## src/rtl/morse_capture_pkg.sv

```systemverilog
// Shared morse symbol encodings and capture FSM states.
// Also used by the playback decomposer so both ends agree.
package morse_capture_pkg;

  localparam logic [1:0] SYM_NONE = 2'b00;
  localparam logic [1:0] SYM_DOT  = 2'b01;
  localparam logic [1:0] SYM_DASH = 2'b10;

  localparam int MAX_SYMS = 5;

  typedef enum logic [1:0] {
    IDLE,
    PRESS,
    GAP
  } state_t;

endpackage

```

## src/rtl/morse_capture_key_debounce.sv

```systemverilog
// Key synchronizer and debouncer for morse_capture.
// Debouncer is present only when MORSE_CAPTURE_DEBOUNCE_EN is defined.
module key_debounce #(
  parameter int DEBOUNCE = 500000,
  parameter int CW       = 25
) (
  input  logic clk,
  input  logic reset,
  input  logic key,
  output logic key_db
);

  logic [1:0] sync;

  always_ff @(posedge clk) begin
    if (reset) sync <= 2'b00;
    else       sync <= {sync[0], key};
  end

`ifdef MORSE_CAPTURE_DEBOUNCE_EN
  logic [CW-1:0] cnt;
  logic          db;

  always_ff @(posedge clk) begin
    if (reset) begin
      cnt <= '0;
      db  <= 1'b0;
    end else if (sync[1] == db) begin
      cnt <= '0;
    end else if (cnt == CW'(DEBOUNCE - 1)) begin
      cnt <= '0;
      db  <= sync[1];
    end else begin
      cnt <= cnt + 1'b1;
    end
  end

  assign key_db = db;
`else
  logic unused_cfg;

  assign unused_cfg = (DEBOUNCE > 0) ^ (CW > 0);
  assign key_db     = sync[1];
`endif

endmodule

```

## src/rtl/morse_capture.sv

```systemverilog
// Morse keyer receiver: times key presses into a 10-bit morse word.
// Debouncing is enabled by defining MORSE_CAPTURE_DEBOUNCE_EN.
module morse_capture
  import morse_capture_pkg::*;
#(
  parameter int DEBOUNCE   = 500000,
  parameter int DOT_MAX    = 10000000,
  parameter int LETTER_GAP = 30000000,
  parameter int CW         = 25
) (
  input  logic       clk,
  input  logic       reset,
  input  logic       key,
  output logic [9:0] morse,
  output logic       valid,
  output logic       busy,
  output logic [2:0] nsym,
  output logic       key_db
);

  state_t        state;
  logic [CW-1:0] cnt;
  logic [9:0]    sbuf;
  logic [9:0]    sbuf_nx;
  logic [1:0]    sym;
  logic          db_q;
  logic          rise;
  logic          fall;
  logic          gap_end;
  logic          last;

  key_debounce #(
    .DEBOUNCE(DEBOUNCE),
    .CW      (CW)
  ) u_key_debounce (
    .clk   (clk),
    .reset (reset),
    .key   (key),
    .key_db(key_db)
  );

  assign rise    = key_db & ~db_q;
  assign fall    = ~key_db & db_q;
  assign gap_end = (cnt == CW'(LETTER_GAP - 1));
  assign last    = (nsym == 3'(MAX_SYMS - 1));
  assign sym     = (cnt >= CW'(DOT_MAX)) ? SYM_DASH : SYM_DOT;
  assign sbuf_nx = sbuf | ({8'b0, sym} << {nsym, 1'b0});

  // cnt is loaded with 1 on entry so it measures cycles since the event
  always_ff @(posedge clk) begin
    if (reset) begin
      state <= IDLE;
      cnt   <= '0;
      sbuf  <= {MAX_SYMS{SYM_NONE}};
      nsym  <= 3'd0;
      morse <= {MAX_SYMS{SYM_NONE}};
      valid <= 1'b0;
      busy  <= 1'b0;
      db_q  <= 1'b0;
    end else begin
      db_q  <= key_db;
      valid <= 1'b0;
      if (cnt != '1) cnt <= cnt + 1'b1;
      unique case (state)
        IDLE: begin
          if (rise) begin
            state <= PRESS;
            busy  <= 1'b1;
            cnt   <= CW'(1);
          end
        end
        PRESS: begin
          if (fall) begin
            cnt <= CW'(1);
            if (last) begin
              state <= IDLE;
              busy  <= 1'b0;
              morse <= sbuf_nx;
              valid <= 1'b1;
              sbuf  <= '0;
              nsym  <= 3'd0;
            end else begin
              state <= GAP;
              sbuf  <= sbuf_nx;
              nsym  <= nsym + 3'd1;
            end
          end
        end
        GAP: begin
          if (gap_end) begin
            state <= IDLE;
            busy  <= 1'b0;
            cnt   <= CW'(1);
            morse <= sbuf;
            valid <= 1'b1;
            sbuf  <= '0;
            nsym  <= 3'd0;
          end else if (rise) begin
            state <= PRESS;
            cnt   <= CW'(1);
          end
        end
        default: begin
          state <= IDLE;
          busy  <= 1'b0;
        end
      endcase
    end
  end

endmodule

```

## config.mk

```make
export PLATFORM = sky130hd
export DESIGN_NAME = morse_capture
export DESIGN_NICKNAME = d
export VERILOG_FILES = /design/src/rtl/morse_capture_pkg.sv /design/src/rtl/morse_capture_key_debounce.sv /design/src/rtl/morse_capture.sv
export SDC_FILE = /design/constraint.sdc
export NUM_CORES = 1
export LEC_CHECK = 0
export ABC_AREA = 1
export BUFFER_PORTS_ARGS = -buffer_cell sky130_fd_sc_hd__buf_2
export CAP_MARGIN = 0
export CORE_ASPECT_RATIO = 1.75
export CORE_MARGIN = 4
export CORE_UTILIZATION = 30
export CTS_BUF_LIST = sky130_fd_sc_hd__clkbuf_4
export DETAILED_ROUTE_END_ITERATION = 10
export GPL_TIMING_DRIVEN = 0
export SLEW_MARGIN = 20
export SYNTH_ARGS = -nofsm -noshare
export SYNTH_HDL_FRONTEND = slang
export SYNTH_SLANG_ARGS = --single-unit
```

## constraint.sdc

```tcl
create_clock -name clk -period 3.3 [get_ports clk]
set_input_delay 0.99 -clock clk [delete_from_list [all_inputs] [get_ports clk]]
set_output_delay 0.99 -clock clk [all_outputs]
set_load 0.05 [all_outputs]
```

Yosys cells after proc, flatten, opt, wreduce, memory -nomap -nowiden
Cells that the tools add are included.
{"block": "word_totals", "reg_bits": 55}
{"block": "op_classes", "addsub": 2, "order_cmp": 1, "n_eq_ne": 9, "n_shift": 1, "n_mux": 32, "bitwise_logic": 5, "n_reduce_logical": 5}
{"op": "two-way mux 25 bit", "n": 4}
{"op": "case mux 25 bit (3 select lines)", "n": 1}
{"op": "two-way mux 10 bit", "n": 6}
{"op": "case mux 10 bit (2 select lines)", "n": 2}
{"op": "adder 25 x 1 -> 25 bit (second input constant)", "n": 1}
{"op": "== test 25 bit (second input constant)", "n": 1}
{"op": ">= comparator 25 x 24 -> 1 bit (second input constant)", "n": 1}
{"op": "inequality test 25 bit (second input constant)", "n": 1}
{"op": "two-way mux 2 bit", "n": 5}
{"op": "OR 10 bit", "n": 1}
{"op": "<< shifter 2 x 4 -> 10 bit", "n": 1}
{"op": "two-way mux 3 bit", "n": 3}
{"op": "inequality test 2 bit (second input constant)", "n": 4}
{"op": "AND reduction 4 bit", "n": 2}
{"op": "two-way mux 1 bit", "n": 7}
{"op": "case mux 2 bit (3 select lines)", "n": 1}
{"op": "case mux 3 bit (2 select lines)", "n": 1}
{"op": "adder 3 x 1 -> 3 bit (second input constant)", "n": 1}
{"op": "== test 3 bit (second input constant)", "n": 1}
{"op": "case mux 1 bit (3 select lines)", "n": 1}
{"op": "AND reduction 3 bit", "n": 1}
{"op": "AND 1 bit", "n": 2}
{"op": "== test 2 x 1 -> 1 bit (second input constant)", "n": 1}
{"op": "== test 2 bit (second input constant)", "n": 1}
{"op": "other kinds (4)", "n": 5}

Depth between registers and ports, before layout
{"block": "logic_depth", "depth_word": 7, "mapped_depth": 14, "mapped_depth_nobuf": 14}

Cells and area by module
Synthesis repeated with hierarchy kept, for this count alone.
{"block": "hier_totals", "hier_cells": 460, "area_unflattened_um2": 3021.6}
{"mod": "morse_capture", "instances": 1, "cells_per_inst": 454, "area_per_inst_um2": 2966.6, "seq_area_each_um2": 1061.0}
{"mod": "key_debounce", "instances": 1, "cells_per_inst": 6, "area_per_inst_um2": 55.1, "seq_area_each_um2": 40.0}

Least setup slack after synthesis
Ideal clock, no wire load.
{"block": "synth_path", "kind": "reg2reg", "start": "register nsym[0]", "end": "register morse[3]", "setup_ns": 0.109, "arrival_ns": 1.775, "t_required_ns": 3.191, "setup_slack_ns": 1.416, "path_stages_with_launch": 10, "path_cell_list": "dfxtp_1 inv_1 ha_1 nand2_1 nand2_1 nand4_1 buf_2 a21oi_1 nand2_1 inv_1"}
{"block": "synth_via", "elab_chain_cells": 5, "elab_cells_between_ends": 8, "cone_classes": "eq/ne (2); shift (1); mux (3); bitwise (1); reduce/logical (1)"}
{"element": "start, declared", "line_no": "morse_capture.sv:17", "rtl": "output logic [2:0] nsym,"}
{"element": "start signal, assigned", "line_no": "morse_capture.sv:85", "rtl": "nsym <= nsym + 3'd1;"}
{"element": "<< shifter 2 x 4 -> 10 bit", "line_no": "morse_capture.sv:47", "rtl": "assign sbuf_nx = sbuf | ({8'b0, sym} << {nsym, 1'b0});"}
{"element": "OR 10 bit", "line_no": "morse_capture.sv:47"}
{"element": "two-way mux 10 bit", "line_no": "morse_capture.sv:75", "rtl": "if (last) begin"}
{"element": "two-way mux 10 bit", "line_no": "morse_capture.sv:73", "rtl": "if (fall) begin"}
{"element": "case mux 10 bit (2 select lines)", "line_no": "morse_capture.sv:64", "rtl": "unique case (state)"}
{"element": "end signal, assigned", "line_no": "morse_capture.sv:56", "rtl": "morse <= {MAX_SYMS{SYM_NONE}};"}
{"element": "end signal, assigned", "line_no": "morse_capture.sv:78", "rtl": "morse <= sbuf_nx;"}
{"element": "end signal, assigned", "line_no": "morse_capture.sv:94", "rtl": "morse <= sbuf;"}
{"element": "end, declared", "line_no": "morse_capture.sv:14", "rtl": "output logic [9:0] morse,"}
Parallel ways exist; a longest one is shown, timed or not. The select of a mux whose other input is x is not followed.
A chain may end at the register's enable or synchronous reset.

Worst setup path in the final report
{"block": "layout_path", "start": "register nsym[0]", "end": "output port nsym[0]"}
No word-level cell between the ends.

==> metrics.txt <==
# TYPE chip_impl_metric gauge
chip_impl_info{name="result_of_the_run",value="finished, final reports clean"} 1
chip_impl_metric{name="layoutNonFillerInstCount",unit=""} 615
chip_impl_metric{name="cp.buffers_inverters",unit=""} 1
chip_impl_metric{name="std_cell_rows",unit=""} 48
chip_impl_metric{name="path_max_fanout",unit=""} 8
chip_impl_metric{name="nNetsFinal",unit=""} 500
chip_impl_metric{name="ys_seq_area_share",unit="%"} 36.2
chip_impl_metric{name="drive_above_1_share",unit="%"} 11.4
chip_impl_info{name="synth-main-ff-cell",value="dfxtp_1"} 1
chip_impl_metric{name="cellPowerDensity",unit="nW/µm²"} 400
chip_impl_metric{name="post_synth_num_cell_types",unit=""} 32
chip_impl_metric{name="slew_violations",unit=""} 0
chip_impl_metric{name="place_worst_setup_slack",unit="ns"} 1.20
chip_impl_metric{name="critical_path_depth",unit=""} 1
chip_impl_metric{name="insertion_delay",unit="ns"} 0.43
chip_impl_metric{name="power.sequential.fraction",unit="%"} 53.5
chip_impl_metric{name="cts_max_path_buffers",unit=""} 2
chip_impl_metric{name="yosysWarnings",unit=""} 0
chip_impl_metric{name="power.share.switching",unit="%"} 35.8
chip_impl_info{name="dominant_combinational_cell_family_by_area_after_synthesis",value="simple AND/OR/NAND/NOR gates"} 1
chip_impl_metric{name="coreArea",unit="µm²"} 9910
chip_impl_metric{name="number_of_standard_cells_after_synthesis",unit=""} 464
chip_impl_metric{name="die_width",unit="µm"} 84.1
chip_impl_metric{name="routabilityCongestion",unit=""} 1.00
chip_impl_info{name="synth_top_cells_by_area",value="dfxtp_1 (36%), nand2_1 (14%), nor2_1 (11%), inv_1 (7.7%), a21oi_1 (6.8%)"} 1
chip_impl_metric{name="totalWireLength",unit="mm"} 7.79
chip_impl_metric{name="cellLeakagePower",unit="nW"} 1.46
chip_impl_metric{name="clock.fmax",unit="GHz"} 0.432
chip_impl_metric{name="final.min_clock_period",unit="ns"} 2.31
chip_impl_metric{name="timing.final.crit_share",unit="%"} 70.1
chip_impl_metric{name="relSlewSlack",unit="%"} 60.8
chip_impl_metric{name="die_area",unit="µm²"} 11900
chip_impl_metric{name="share_comb_of_total_power",unit="%"} 19.7
chip_impl_metric{name="route.detailed.wl_per_inst",unit="µm"} 12.7
chip_impl_metric{name="mappedNetlistArea",unit="µm²"} 3040
chip_impl_metric{name="postCtsHoldBufs",unit=""} 0
chip_impl_metric{name="grt_max_degree",unit=""} 21
chip_impl_metric{name="post_synth_fa_ha_maj_area_fraction",unit="%"} 3.29
chip_impl_metric{name="synth_simple_gate_area_share",unit="%"} 37.9
chip_impl_metric{name="clkPwrFrac",unit="%"} 26.8
chip_impl_metric{name="die_y",unit="µm"} 141
chip_impl_metric{name="yosys.area_share.xor_xnor",unit="%"} 2.59
chip_impl_metric{name="first_global_vias",unit=""} 2869
chip_impl_metric{name="ff2ff_path_depth",unit=""} 10
chip_impl_metric{name="syn-mean-instance-area",unit="µm²"} 6.55
chip_impl_metric{name="layout-area-overhead-vs-synth",unit="%"} 10.3
chip_impl_metric{name="via_count",unit=""} 2899
chip_impl_metric{name="hpwl_dp",unit="mm"} 6.20
chip_impl_metric{name="initial_utilization",unit="%"} 30.7
chip_impl_metric{name="synth_largest_type_area_fraction",unit="%"} 36.2
chip_impl_metric{name="drc",unit=""} 0
chip_impl_metric{name="io_buffer_count",unit=""} 18
chip_impl_metric{name="grt_pass1_wl",unit="mm"} 13.2
chip_impl_info{name="crit_path_end_kind",value="output port"} 1
chip_impl_metric{name="net-switching-power",unit="µW"} 480
chip_impl_metric{name="n_antenna_cell",unit=""} 0
chip_impl_metric{name="asyncSetResetFlopFracSynth",unit="%"} 0
chip_impl_info{name="post-synth-top-count-cell",value="nand2_1"} 1
chip_impl_metric{name="critPathMaxStageDelay",unit="ns"} 0.56
chip_impl_metric{name="setup-tns-final",unit="ns"} 0
chip_impl_metric{name="synthMuxAreaShare",unit="%"} 0
chip_impl_info{name="worst_setup_path_start_kind",value="flop"} 1
chip_impl_metric{name="worstPathArrival",unit="ns"} 1.32
chip_impl_metric{name="post_drt_via_cell_ratio",unit=""} 4.71
chip_impl_metric{name="timing.critical_path.required",unit="ns"} 2.31
chip_impl_info{name="timing.critical_path.cells",value="buf_2"} 1
chip_impl_info{name="cpLargestDelayFamily",value="flip-flops"} 1
chip_impl_info{name="ys_top_cells_by_count",value="nand2_1 (110), nor2_1 (85), inv_1 (62)"} 1
chip_impl_metric{name="globalRoute.totalOverflow",unit=""} 0
chip_impl_metric{name="maxCapViolCount",unit=""} 0
chip_impl_metric{name="vdd_ir_drop_max",unit="mV"} 0.294
chip_impl_metric{name="detailedRoute.firstPassIterationCount",unit=""} 5
chip_impl_metric{name="hold_violations",unit=""} 0
chip_impl_metric{name="post_synthesis_net_count",unit=""} 475
chip_impl_metric{name="track_usage",unit="%"} 13.7
chip_impl_metric{name="worstHoldPathCells",unit=""} 2
chip_impl_metric{name="grt_antenna_before_repair",unit=""} 0
chip_impl_metric{name="fin_skew",unit="ns"} 0.0172
chip_impl_metric{name="worst_slew_pin_slew",unit="ns"} 0.588
chip_impl_info{name="min_path_type",value="reg -> reg"} 1
chip_impl_metric{name="cts-buffers-inserted",unit=""} 5
chip_impl_info{name="cts_tree",value="yes"} 1
chip_impl_metric{name="clock_sinks",unit=""} 55
chip_impl_metric{name="synth.ff_latch_count",unit=""} 55
chip_impl_metric{name="htree_levels",unit=""} 2
chip_impl_metric{name="clock_edge_transition_at_the_registers_on_the_reported_setup_and_hold_paths",unit="ns"} 0.19
chip_impl_info{name="rsz_0062_raised_after_global_routing",value="no"} 1
chip_impl_metric{name="cts.repair.resized",unit=""} 0
chip_impl_info{name="slowest_stage",value="dfxtp_1"} 1
chip_impl_metric{name="io_pins",unit=""} 19
chip_impl_metric{name="synth_compound_area_share",unit="%"} 9.68
chip_impl_info{name="netlist.top_cell.by_area",value="dfxtp_1"} 1
chip_impl_metric{name="drtIter0Drc",unit=""} 85
chip_impl_metric{name="worst_slack",unit="ns"} 0.987
chip_impl_metric{name="postCtsSetupBuffers",unit=""} 0
chip_impl_metric{name="place_inst",unit=""} 607
chip_impl_metric{name="internal_power_consumption",unit="µW"} 861
chip_impl_info{name="critical_path_class",value="reg -> out"} 1
chip_impl_metric{name="antenna_violating_nets_post_route",unit=""} 0
chip_impl_metric{name="synth_enable_flop_cells",unit=""} 0
chip_impl_info{name="clock-root-buffer",value="clkbuf_4"} 1
chip_impl_metric{name="setup_violations",unit=""} 0
==> cell type report <==
type	instances	area (µm²)
Sequential cell	55	1100
Buffer	9	57.6
Fill cell	1096	6560
Inverter	68	255
Clock inverter	3	28.8
Multi-Input combinational cell	332	1620
Tap cell	125	156
Clock buffer	5	37.5
Timing Repair Buffer	18	90.1
==> cell families (layout without fill, tap and decap cells) <==
group | count (synthesis) | in the layout
compound gates | 57 | 57
flops | 55 | 55
simple gates | 258 | 258
xor+xnor | 9 | 9
buf+inv | 77 | 103
fa+ha+maj | 8 | 8
==> routing by layer <==
metal / share of wire [%] / up-vias / routed length [µm] / GRT usage [%]
met2: 55 / 67 / 4310 / 27.2
met4: 6.7 / 0 / 520 / 9.49
met1: 36 / 1297 / 2770 / 12.3
li1: - / 1506 / - / -
met5: 0 / - / 0 / 0
met3: 2.4 / 29 / 187 / 1.87
==> cells in the final DEF (no fill, tap or decap), types with 3 or more instances in the layout <==
master / count
xnor2_1: 3
nand2_1: 110
nor2_1: 85
inv_2: 5
nand4_1: 9
ha_1: 8
inv_1: 62
o21ai_0: 13
nand3_1: 22
xor2_1: 6
nor3_1: 13
nor2_2: 4
clkbuf_4: 5
a21oi_1: 41
dfxtp_1: 55
buf_2: 21
==> sequential cells by signal, summed over array words and instances (netlist names) <==
| register | cells |
|---|---|
| sbuf | 10 |
| u_key_debounce.sync | 2 |
| state | 2 |
| cnt | 25 |
| morse | 10 |
| db_q | 1 |
| valid | 1 |
| nsym | 3 |
| busy | 1 |
==> worst paths after layout <==
| kind | startpoint | to | slack (ns) |
|---|---|---|---|
| max reg2reg | cnt[0] | cnt[14] | 1.16 |
| min reg2reg | u_key_debounce.sync[0] | u_key_debounce.sync[1] | 0.42 |
| max | nsym[0] | nsym[0] | 0.99 |
| min | u_key_debounce.sync[0] | u_key_debounce.sync[1] | 0.42 |
==> power groups by stage <==
stage / sequential (mW) / clock, mW / combinational (mW)
2_1_floorplan: 0.796 / 0 / 0.136
3_3_place_gp: 0.731 / 0 / 0.262
3_5_place_dp: 0.732 / 0 / 0.266
4_1_cts: 0.718 / 0.373 / 0.267
5_1_grt: 0.723 / 0.392 / 0.295
6_report: 0.718 / 0.359 / 0.264
==> through the flow <==
step	total power [mW]	utilization (%)	cell area [µm²]	hold slack, ns
after floorplan	0.932	-	3040	0.388
after global placement	0.993	33.1	3280	0.391
after detailed placement	0.998	33.1	3280	0.403
after CTS	1.36	33.8	3350	0.425
after global routing	1.41	33.8	3350	0.440
final	1.34	33.8	3350	0.421
(Power assumes the default switching activity.)
